===== src/rtl/image_load_ctrl.sv =====
// Frame sequencer: unpacks UART bytes into the 1024x1 image RAM, starts the SNN core and returns its digit.
// Optional inter-byte load timeout is compiled in with LOAD_TIMEOUT_EN.
module image_load_ctrl #(
    parameter int NUM_BYTES      = 98,
    parameter int TIMEOUT_CYCLES = 2000000
) (
    input  logic       clk,
    input  logic       rst,
    input  logic       rx_rdy,
    input  logic [7:0] rx_data,
    input  logic [9:0] core_addr,
    input  logic       core_done,
    input  logic [3:0] core_digit,
    input  logic       tx_rdy,
    output logic [9:0] ram_addr,
    output logic       ram_we,
    output logic       ram_wdata,
    output logic       core_start,
    output logic       tx_start,
    output logic [7:0] tx_data,
    output logic [3:0] result,
    output logic       busy,
    output logic       ovr,
    output logic       frame_err
);

    // state     | meaning
    // IDLE      | no frame in progress, waiting for the first byte
    // WAIT_BYTE | frame partially loaded, waiting for the next byte
    // UNPACK    | writing the captured byte to RAM, one bit per cycle
    // RUN       | core owns the RAM port, waiting for core_done
    // TX        | tx_start pulse, then wait for the transmitter to go busy
    // TX_WAIT   | wait for the transmitter to return idle
    typedef enum logic [2:0] {
        IDLE,
        WAIT_BYTE,
        UNPACK,
        RUN,
        TX,
        TX_WAIT
    } state_t;

    localparam logic [6:0] LAST_BYTE = 7'(NUM_BYTES - 1);

    state_t     state_q, state_d;
    logic [7:0] sr_q, sr_d;
    logic [6:0] byte_idx_q, byte_idx_d;
    logic [2:0] bit_idx_q, bit_idx_d;
    logic [3:0] result_q, result_d;
    logic       ovr_q, ovr_d;
    logic [9:0] ram_addr_q, ram_addr_d;
    logic       ram_we_q, ram_we_d;
    logic       ram_wdata_q, ram_wdata_d;
    logic       core_start_q, core_start_d;
    logic       tx_start_q, tx_start_d;
    logic       busy_q, busy_d;

`ifdef LOAD_TIMEOUT_EN
    localparam logic [20:0] GAP_LOAD = 21'(TIMEOUT_CYCLES - 1);
    logic [20:0] gap_q, gap_d;
    logic        frame_err_q, frame_err_d;
`else
    localparam bit unused_timeout_cycles = (TIMEOUT_CYCLES > 0);
`endif

    always_comb begin
        state_d      = state_q;
        sr_d         = sr_q;
        byte_idx_d   = byte_idx_q;
        bit_idx_d    = bit_idx_q;
        result_d     = result_q;
        ovr_d        = ovr_q;
        core_start_d = 1'b0;
        tx_start_d   = 1'b0;
`ifdef LOAD_TIMEOUT_EN
        gap_d        = gap_q;
        frame_err_d  = frame_err_q;
`endif

        case (state_q)
            IDLE: begin
                if (rx_rdy) begin
                    sr_d       = rx_data;
                    byte_idx_d = '0;
                    bit_idx_d  = '0;
                    ovr_d      = 1'b0;
                    state_d    = UNPACK;
`ifdef LOAD_TIMEOUT_EN
                    frame_err_d = 1'b0;
                    gap_d       = GAP_LOAD;
`endif
                end
            end
            WAIT_BYTE: begin
                if (rx_rdy) begin
                    sr_d      = rx_data;
                    bit_idx_d = '0;
                    state_d   = UNPACK;
`ifdef LOAD_TIMEOUT_EN
                    gap_d     = GAP_LOAD;
`endif
                end
`ifdef LOAD_TIMEOUT_EN
                else if (gap_q == '0) begin
                    frame_err_d = 1'b1;
                    byte_idx_d  = '0;
                    state_d     = IDLE;
                end else begin
                    gap_d = gap_q - 21'd1;
                end
`endif
            end
            UNPACK: begin
                sr_d      = {1'b0, sr_q[7:1]};
                bit_idx_d = bit_idx_q + 3'd1;
                if (bit_idx_q == 3'd7) begin
                    if (byte_idx_q == LAST_BYTE) begin
                        state_d      = RUN;
                        core_start_d = 1'b1;
                    end else begin
                        byte_idx_d = byte_idx_q + 7'd1;
                        state_d    = WAIT_BYTE;
                    end
                end
            end
            RUN: begin
                if (core_done) begin
                    result_d   = core_digit;
                    tx_start_d = 1'b1;
                    state_d    = TX;
                end
            end
            // Ignore tx_rdy during the pulse cycle so a still-idle flag cannot be misread
            TX: begin
                if (!tx_start_q && !tx_rdy) begin
                    state_d = TX_WAIT;
                end
            end
            TX_WAIT: begin
                if (tx_rdy) begin
                    state_d = IDLE;
                end
            end
            default: begin
                state_d = IDLE;
            end
        endcase

        if (rx_rdy && (state_q == UNPACK || state_q == RUN ||
                       state_q == TX || state_q == TX_WAIT)) begin
            ovr_d = 1'b1;
        end

        // Port outputs are computed from the next state so they register in step with it
        ram_we_d    = (state_d == UNPACK);
        ram_addr_d  = ram_we_d ? {byte_idx_d, bit_idx_d} : 10'd0;
        ram_wdata_d = ram_we_d & sr_d[0];
        busy_d      = (state_d != IDLE);
    end

    always_ff @(posedge clk or posedge rst) begin
        if (rst) begin
            state_q      <= IDLE;
            sr_q         <= '0;
            byte_idx_q   <= '0;
            bit_idx_q    <= '0;
            result_q     <= '0;
            ovr_q        <= 1'b0;
            ram_addr_q   <= '0;
            ram_we_q     <= 1'b0;
            ram_wdata_q  <= 1'b0;
            core_start_q <= 1'b0;
            tx_start_q   <= 1'b0;
            busy_q       <= 1'b0;
`ifdef LOAD_TIMEOUT_EN
            gap_q        <= '0;
            frame_err_q  <= 1'b0;
`endif
        end else begin
            state_q      <= state_d;
            sr_q         <= sr_d;
            byte_idx_q   <= byte_idx_d;
            bit_idx_q    <= bit_idx_d;
            result_q     <= result_d;
            ovr_q        <= ovr_d;
            ram_addr_q   <= ram_addr_d;
            ram_we_q     <= ram_we_d;
            ram_wdata_q  <= ram_wdata_d;
            core_start_q <= core_start_d;
            tx_start_q   <= tx_start_d;
            busy_q       <= busy_d;
`ifdef LOAD_TIMEOUT_EN
            gap_q        <= gap_d;
            frame_err_q  <= frame_err_d;
`endif
        end
    end

    assign ram_addr   = (state_q == RUN) ? core_addr : ram_addr_q;
    assign ram_we     = ram_we_q;
    assign ram_wdata  = ram_wdata_q;
    assign core_start = core_start_q;
    assign tx_start   = tx_start_q;
    assign tx_data    = {4'h0, result_q};
    assign result     = result_q;
    assign busy       = busy_q;
    assign ovr        = ovr_q;
`ifdef LOAD_TIMEOUT_EN
    assign frame_err  = frame_err_q;
`else
    assign frame_err  = 1'b0;
`endif

endmodule


===== config.mk =====
export PLATFORM = sky130hd
export DESIGN_NAME = image_load_ctrl
export DESIGN_NICKNAME = d
export VERILOG_FILES = /design/src/rtl/image_load_ctrl.sv
export SDC_FILE = /design/constraint.sdc
export NUM_CORES = 1
export LEC_CHECK = 0
export CORE_UTILIZATION = 49
export CTS_CLUSTER_DIAMETER = 80
export DETAILED_ROUTE_END_ITERATION = 8
export PLACE_DENSITY = 0.87
export SLEW_MARGIN = 40
export SYNTH_ARGS = -nofsm -noshare
export SYNTH_HDL_FRONTEND = slang
export SYNTH_SLANG_ARGS = --single-unit

===== constraint.sdc =====
create_clock -name clk -period 2.4 [get_ports clk]
set_clock_uncertainty 0.1 [all_clocks]
set_input_delay 0.72 -clock clk [delete_from_list [all_inputs] [get_ports clk]]
set_output_delay 0.72 -clock clk [all_outputs]
set_load 0.01 [all_outputs]

==> results.cfg, run 1 <==
[status]
status = finished, final reports clean

[logic_synthesis]
yosysSeqAreaShare_pct = 46.8
synthTopCellsByArea = dfrtp_1 47%, nand2_1 6.5%, mux2_2 5.1%, ha_1 4.0%, a21oi_1 3.4%
synth.cell_area_mm2 = 0.00219
ys_seq_elements = 41
ys.flop_type = dfrtp_1
async_flop_share_pct = 100
synth-edff-count = 0
synth_top_family_by_area = simple AND/OR/NAND/NOR gates
synth.largest_area_cell = dfrtp_1
yosysMostFrequentCell = dfrtp_1
synthTopCellsByCount = 41 x dfrtp_1, 38 x nand2_1, 15 x a21oi_1, 10 x mux2_2, 9 x buf_4
synthCells = 218
yosys.area_share.xor_xnor_pct = 0
synth_adder_area_share_pct = 4.00
synth_top_area_share_pct = 46.8
syn-mean-instance-area_um2 = 10.0
synth_simple_gate_area_share_pct = 20.6
yosys_warnings = 0
ys_types = 46
synthMuxAreaShare_pct = 6.05
synth_compound_area_share_pct = 15.4

[final_layout]
area_growth_pct = 29.5
nets = 311
layout-drive-gt1-share_pct = 20.6
finalCoreUtilization_pct = 68.5
nFillCells = 335
diodes = 0

[pwr]
power.leakage_uw = 0.00139
clock_power_share_pct = 13.0
ir_drop_uv = 684
p_sw_uw = 1310
seqPwrFrac_pct = 31.5
p_per_area_mw_per_mm2 = 1210
p_sw_share_pct = 38.4
pwr-share-comb_pct = 55.5
intPower_uw = 2110

[setup_path]
critPathCaptureType = output pin
worstPathMaxFanout = 1
critPathRequiredTime_ns = 1.58
critPathKind = in -> out
worstPathArrival_ns = 1.56
startpoint_type = input port

[cts]
cts_buffer_depth = 2
htreeDepth = 2
cts_inserted_buffers = 5
clk_pin_slew_ns = 0.07
post-cts-setup-buffer-count = 0
clkSinkCount = 41
cts_tree = built
cts_root_buf = clkbuf_8
insertion_delay_ns = 0.29

[floorplan]
die_w_um = 68.9
initial_core_util_pct = 52.9
ios = 56
dieArea_mm2 = 0.00474
die_h_um = 68.9
row_count = 23
core_mm2 = 0.00414

[sta]
tightest_slew_ns = 0.515
hold_viol = 0
tns_ns = 0
period_share_pct = 99.1
period_minus_slack_ns = 2.38
setup_viol = 0
slew_viol_final = 0
slew_headroom_pct = 65.6
rsz0062_at_grt = false
fmax_mhz = 420

[place]
io_buffers = 50
gp_congestion = 0.844
hpwlAfterDp_mm = 3.31

[drt]
postRouteAntennaNets = 0
viasPerCell = 5.50
vias = 1797
dr.pass1.iters = 4
wl_per_cell_um = 14.1
routed_wl_mm = 4.61
drc_errors = 0
drt_iter0_markers = 87

[flow_run]
max_cap_viol_count = 0

[grt]
antenna_found_initial = 0
grt_pass1_wl_mm = 7.47
grt_remaining_overflow = 0
grt_max_degree = 42
grt_pass1_vias = 1653
track_usage_pct = 21.6

[min_path]
min_path_type = reg -> reg
==> registers in the layout, summed over array words and instances (netlist names) <==
| register | flops |
|---|---|
| result | 4 |
| ovr | 1 |
| tx_start | 1 |
| state_q | 3 |
| sr_q | 8 |
| bit_idx_q | 3 |
| ram_we | 1 |
| ram_addr_q | 10 |
| core_start | 1 |
| busy | 1 |
| byte_idx_q | 7 |
| ram_wdata | 1 |
==> placed cells by master (no fill, tap or decap), types with 8 or more instances in the layout <==
cell type        count
dfrtp_1             41
clkdlybuf4s50_1     40
nand2_1             38
a21oi_1             15
buf_4               15
mux2_2              10
buf_2               10
inv_1                8
==> worst paths after layout <==
path                              start            end  slack (ns)  cells after the start
min                             sr_q[5]        sr_q[5]        0.40                      2
min reg2reg                     sr_q[5]        sr_q[5]        0.40                      2
max in group asynchronous           rst  ram_addr_q[8]        1.08                      3
max reg2reg                bit_idx_q[0]  ram_addr_q[4]        0.10                      8
max                        core_addr[8]    ram_addr[8]        0.02                      3
min in group asynchronous           rst  byte_idx_q[6]        0.76                      3
==> cells by family (layout without fill, tap and decap cells) <==
logic type | after synthesis | after routing
other | 1 | 5
AND/OR/NAND/NOR | 80 | 80
multiplexers | 12 | 12
AO/OA/AOI/OAI | 50 | 50
flip-flops | 41 | 41
adder cells (fa/ha/maj) | 7 | 7
buffers and inverters | 27 | 82
==> cell type report <==
class	count	area, um^2	share of cell area, %
Sequential cell	41	1030	36.2
Tap cell	50	62.6	2.20
Clock buffer	7	86.3	3.04
Timing Repair Buffer	67	594	20.9
Multi-Input combinational cell	154	1040	36.6
Inverter	8	30.0	1.06
==> metal layers <==
| metal | global-route usage, % | share of wire [%] | vias to the layer above |
|---|---|---|---|
| li1 | - | - | 866 |
| met1 | 28.0 | 44 | 864 |
| met2 | 34.7 | 49 | 62 |
| met3 | 6.25 | 5.8 | 5 |
| met4 | 6.63 | 0.74 | 0 |
| met5 | 0 | 0 | - |
==> through the flow <==
step	hold slack, ns	setup slack [ns]	total power, uW	cells	instance area [um^2]
global route	0.424	0.00970	3700	327	2840
detailed placement	0.383	-0.314	3010	320	2790
CTS	0.399	0.0209	3430	327	2830
floorplan	0.350	0.183	2320	222	2210
finish	0.397	0.0206	3420	327	2840
global placement	0.367	-0.275	2940	320	2790
==> power groups by stage <==
| stage | combinational, uW | clock, uW | sequential [uW] |
|---|---|---|---|
| final | 1900 | 444 | 1080 |
| after global routing | 2110 | 483 | 1110 |
| after CTS | 1900 | 450 | 1080 |
| after detailed placement | 1930 | 0 | 1080 |
| after global placement | 1870 | 0 | 1070 |
| after floorplan | 1220 | 0 | 1090 |
==> worst max-delay path, stage by stage <==
cell and delay (ns):
clkdlybuf4s50_1 0.43, mux2_2 0.27, buf_2 0.14
==> what timing repair did <==
item,4_1_cts,5_1_grt
hold buffers,0,0
endpoints found under the setup margin,10,15
resized for setup,40,3
Power figures use the tool's default switching activity.
==> inputs of run 2 (changes only) <==
CTS_BUF_LIST = sky130_fd_sc_hd__clkbuf_4 sky130_fd_sc_hd__clkbuf_8 sky130_fd_sc_hd__clkbuf_16   (was not set)
==> run 2 against run 1 <==
Against the previous run: flip-flop and latch count unchanged; core utilization increased by 0.090 points; hold slack improved by 0.00075 ns; die area unchanged; total power increased by 0.35%; non-clock buffer count unchanged; sequential share of layout area about the same; clock-buffer cell count unchanged; maximum frequency about the same; design area increased by 0.13%; global-route usage unchanged; cell count unchanged.
==> results.cfg, run 2 (same netlist as run 1, synthesis figures left out) <==
[cts]
cts_tree = built
insertion_delay_ns = 0.29
clk_pin_slew_ns = 0.07
cts_root_buf = clkbuf_8
cts_buffer_depth = 2
htreeDepth = 2
cts_inserted_buffers = 5
cts_hold_buf = 0
clkSinkCount = 41

[sta]
period_minus_slack_ns = 2.38
rsz0062_at_grt = false
tightest_slew_ns = 0.520
period_share_pct = 99.1
tns_ns = 0
fmax_mhz = 420
setup_viol = 0
slew_viol_final = 0
slew_headroom_pct = 65.3
hold_viol = 0
setup_ws_ns = 0.0210

[final_layout]
regMostFlops = ram_addr_q
largest_reg_flops = 10
layout-drive-gt1-share_pct = 20.9
top_regs = ram_addr_q x10, sr_q x8, byte_idx_q x7
nets = 311
layout_commonest_cell = dfrtp_1
area_growth_pct = 29.7
diodes = 0
postLayoutCellArea_mm2 = 0.00284
final_cell_mix = 41 x dfrtp_1, 40 x clkdlybuf4s50_1, 38 x nand2_1, 15 x a21oi_1, 15 x buf_4
finalCoreUtilization_pct = 68.6
nFillCells = 335

[grt]
track_usage_pct = 21.6
grt_remaining_overflow = 0
antenna_found_initial = 0
grt_max_degree = 42
grt_pass1_vias = 1664
grt_pass1_wl_mm = 7.50

[floorplan]
row_count = 23
die_h_um = 68.9
die_w_um = 68.9
core_mm2 = 0.00414
initial_core_util_pct = 52.9
ios = 56
dieArea_mm2 = 0.00474

[place]
postPlaceCellArea_mm2 = 0.00279
io_buffers = 50
hpwlAfterDp_mm = 3.31
gp_congestion = 0.844
pre_cts_ws_ns = -0.314

[drt]
routed_wl_mm = 4.60
postRouteAntennaNets = 0
wl_per_cell_um = 14.1
vias = 1801
drt_iter0_markers = 70
dr.pass1.iters = 4
drc_errors = 0
viasPerCell = 5.51

[setup_path]
path_buf_inv = 2
critPathRequiredTime_ns = 1.58
worstPathMaxFanout = 1
critPathKind = in -> out
crit_chain = clkdlybuf4s50_1 -> mux2_2 -> buf_2
critPathTopFamily = buffers and inverters
ff2ff_setup_slack_ns = 0.11
worstPathArrival_ns = 1.56
crit_path_max_incr_delay_ns = 0.42
critPathCaptureType = output pin
startpoint_type = input port
timing.rr.end = ram_addr_q[7]
crit_slowest_cell = clkdlybuf4s50_1
reg2reg_depth = 8
r2r_start = bit_idx_q[0]

[pwr]
power.leakage_uw = 0.00140
p_per_area_mw_per_mm2 = 1210
ir_drop_uv = 685

[min_path]
hold_path_depth = 2
min_to = sr_q[5]
min-delay-start = sr_q[5]
min_path_type = reg -> reg

[status]
status = finished, final reports clean

[flow_run]
max_cap_viol_count = 0
[run 2: changes by cell type in the layout (fill, tap and decap cells not counted)]
cell / previous run / this run
clkbuf_1: 1 / 0
clkbuf_4: 0 / 1
[run 2: cell type report]
type	instances	area, um^2	share of cell area (%)
Clock buffer	7	90.1	3.17
Timing Repair Buffer	67	594	20.9
Multi-Input combinational cell	154	1040	36.5
Inverter	8	30.0	1.06
Sequential cell	41	1030	36.1
Tap cell	50	62.6	2.20
[run 2: worst max-delay path by stage]
stage	from	end	slack [ns]	cells past startpoint
global placement	core_addr[4]	ram_addr[4]	-0.27	3
floorplan	state_q[1]	ram_addr[0]	0.18	4
global route	bit_idx_q[0]	ram_addr_q[5]	0.01	8
detailed placement	core_addr[8]	ram_addr[8]	-0.31	3
CTS	core_addr[8]	ram_addr[8]	0.02	3
finish	core_addr[8]	ram_addr[8]	0.02	3
[run 2: per-layer routing]
metal / track usage [%] / vias to the layer above / part of all wire [%] / routed length [um]
li1: - / 864 / - / -
met1: 28.3 / 871 / 45 / 2080
met2: 34.7 / 56 / 49 / 2250
met3: 5.76 / 10 / 4.9 / 226
met4: 6.63 / 0 / 0.87 / 40
met5: 0 / - / 0 / 0
[run 2: worst register-to-register path, stage by stage, from the launching register on]
cell and delay [ns]:
dfrtp_1 0.40, ha_1 0.22, ha_1 0.19, or3_1 0.35
a21oi_1 0.19, a211oi_1 0.09, or3_4 0.43, buf_12 0.17
nor2b_2 0.10
[run 2: through the flow]
step                hold slack, ns  power (uW)  std cells
global route                 0.424        3710        327
detailed placement           0.383        3010        320
finish                       0.397        3430        327
CTS                          0.399        3440        327
global placement             0.367        2940        320
floorplan                    0.350        2320        222
[run 2: timing repair]
| action | CTS | global route |
|---|---|---|
| setup buffers | 0 | 0 |
| endpoints found under the setup margin | 10 | 13 |
| pin swaps | 0 | 0 |
| hold endpoints to repair | 0 | 0 |
| gates resized for setup | 40 | 3 |
[run 2: power by group]
part	total, uW	switching, uW	internal (uW)
logic	1900	952	948
registers	1080	146	931
clock network	456	216	239
total	3430	1310	2120
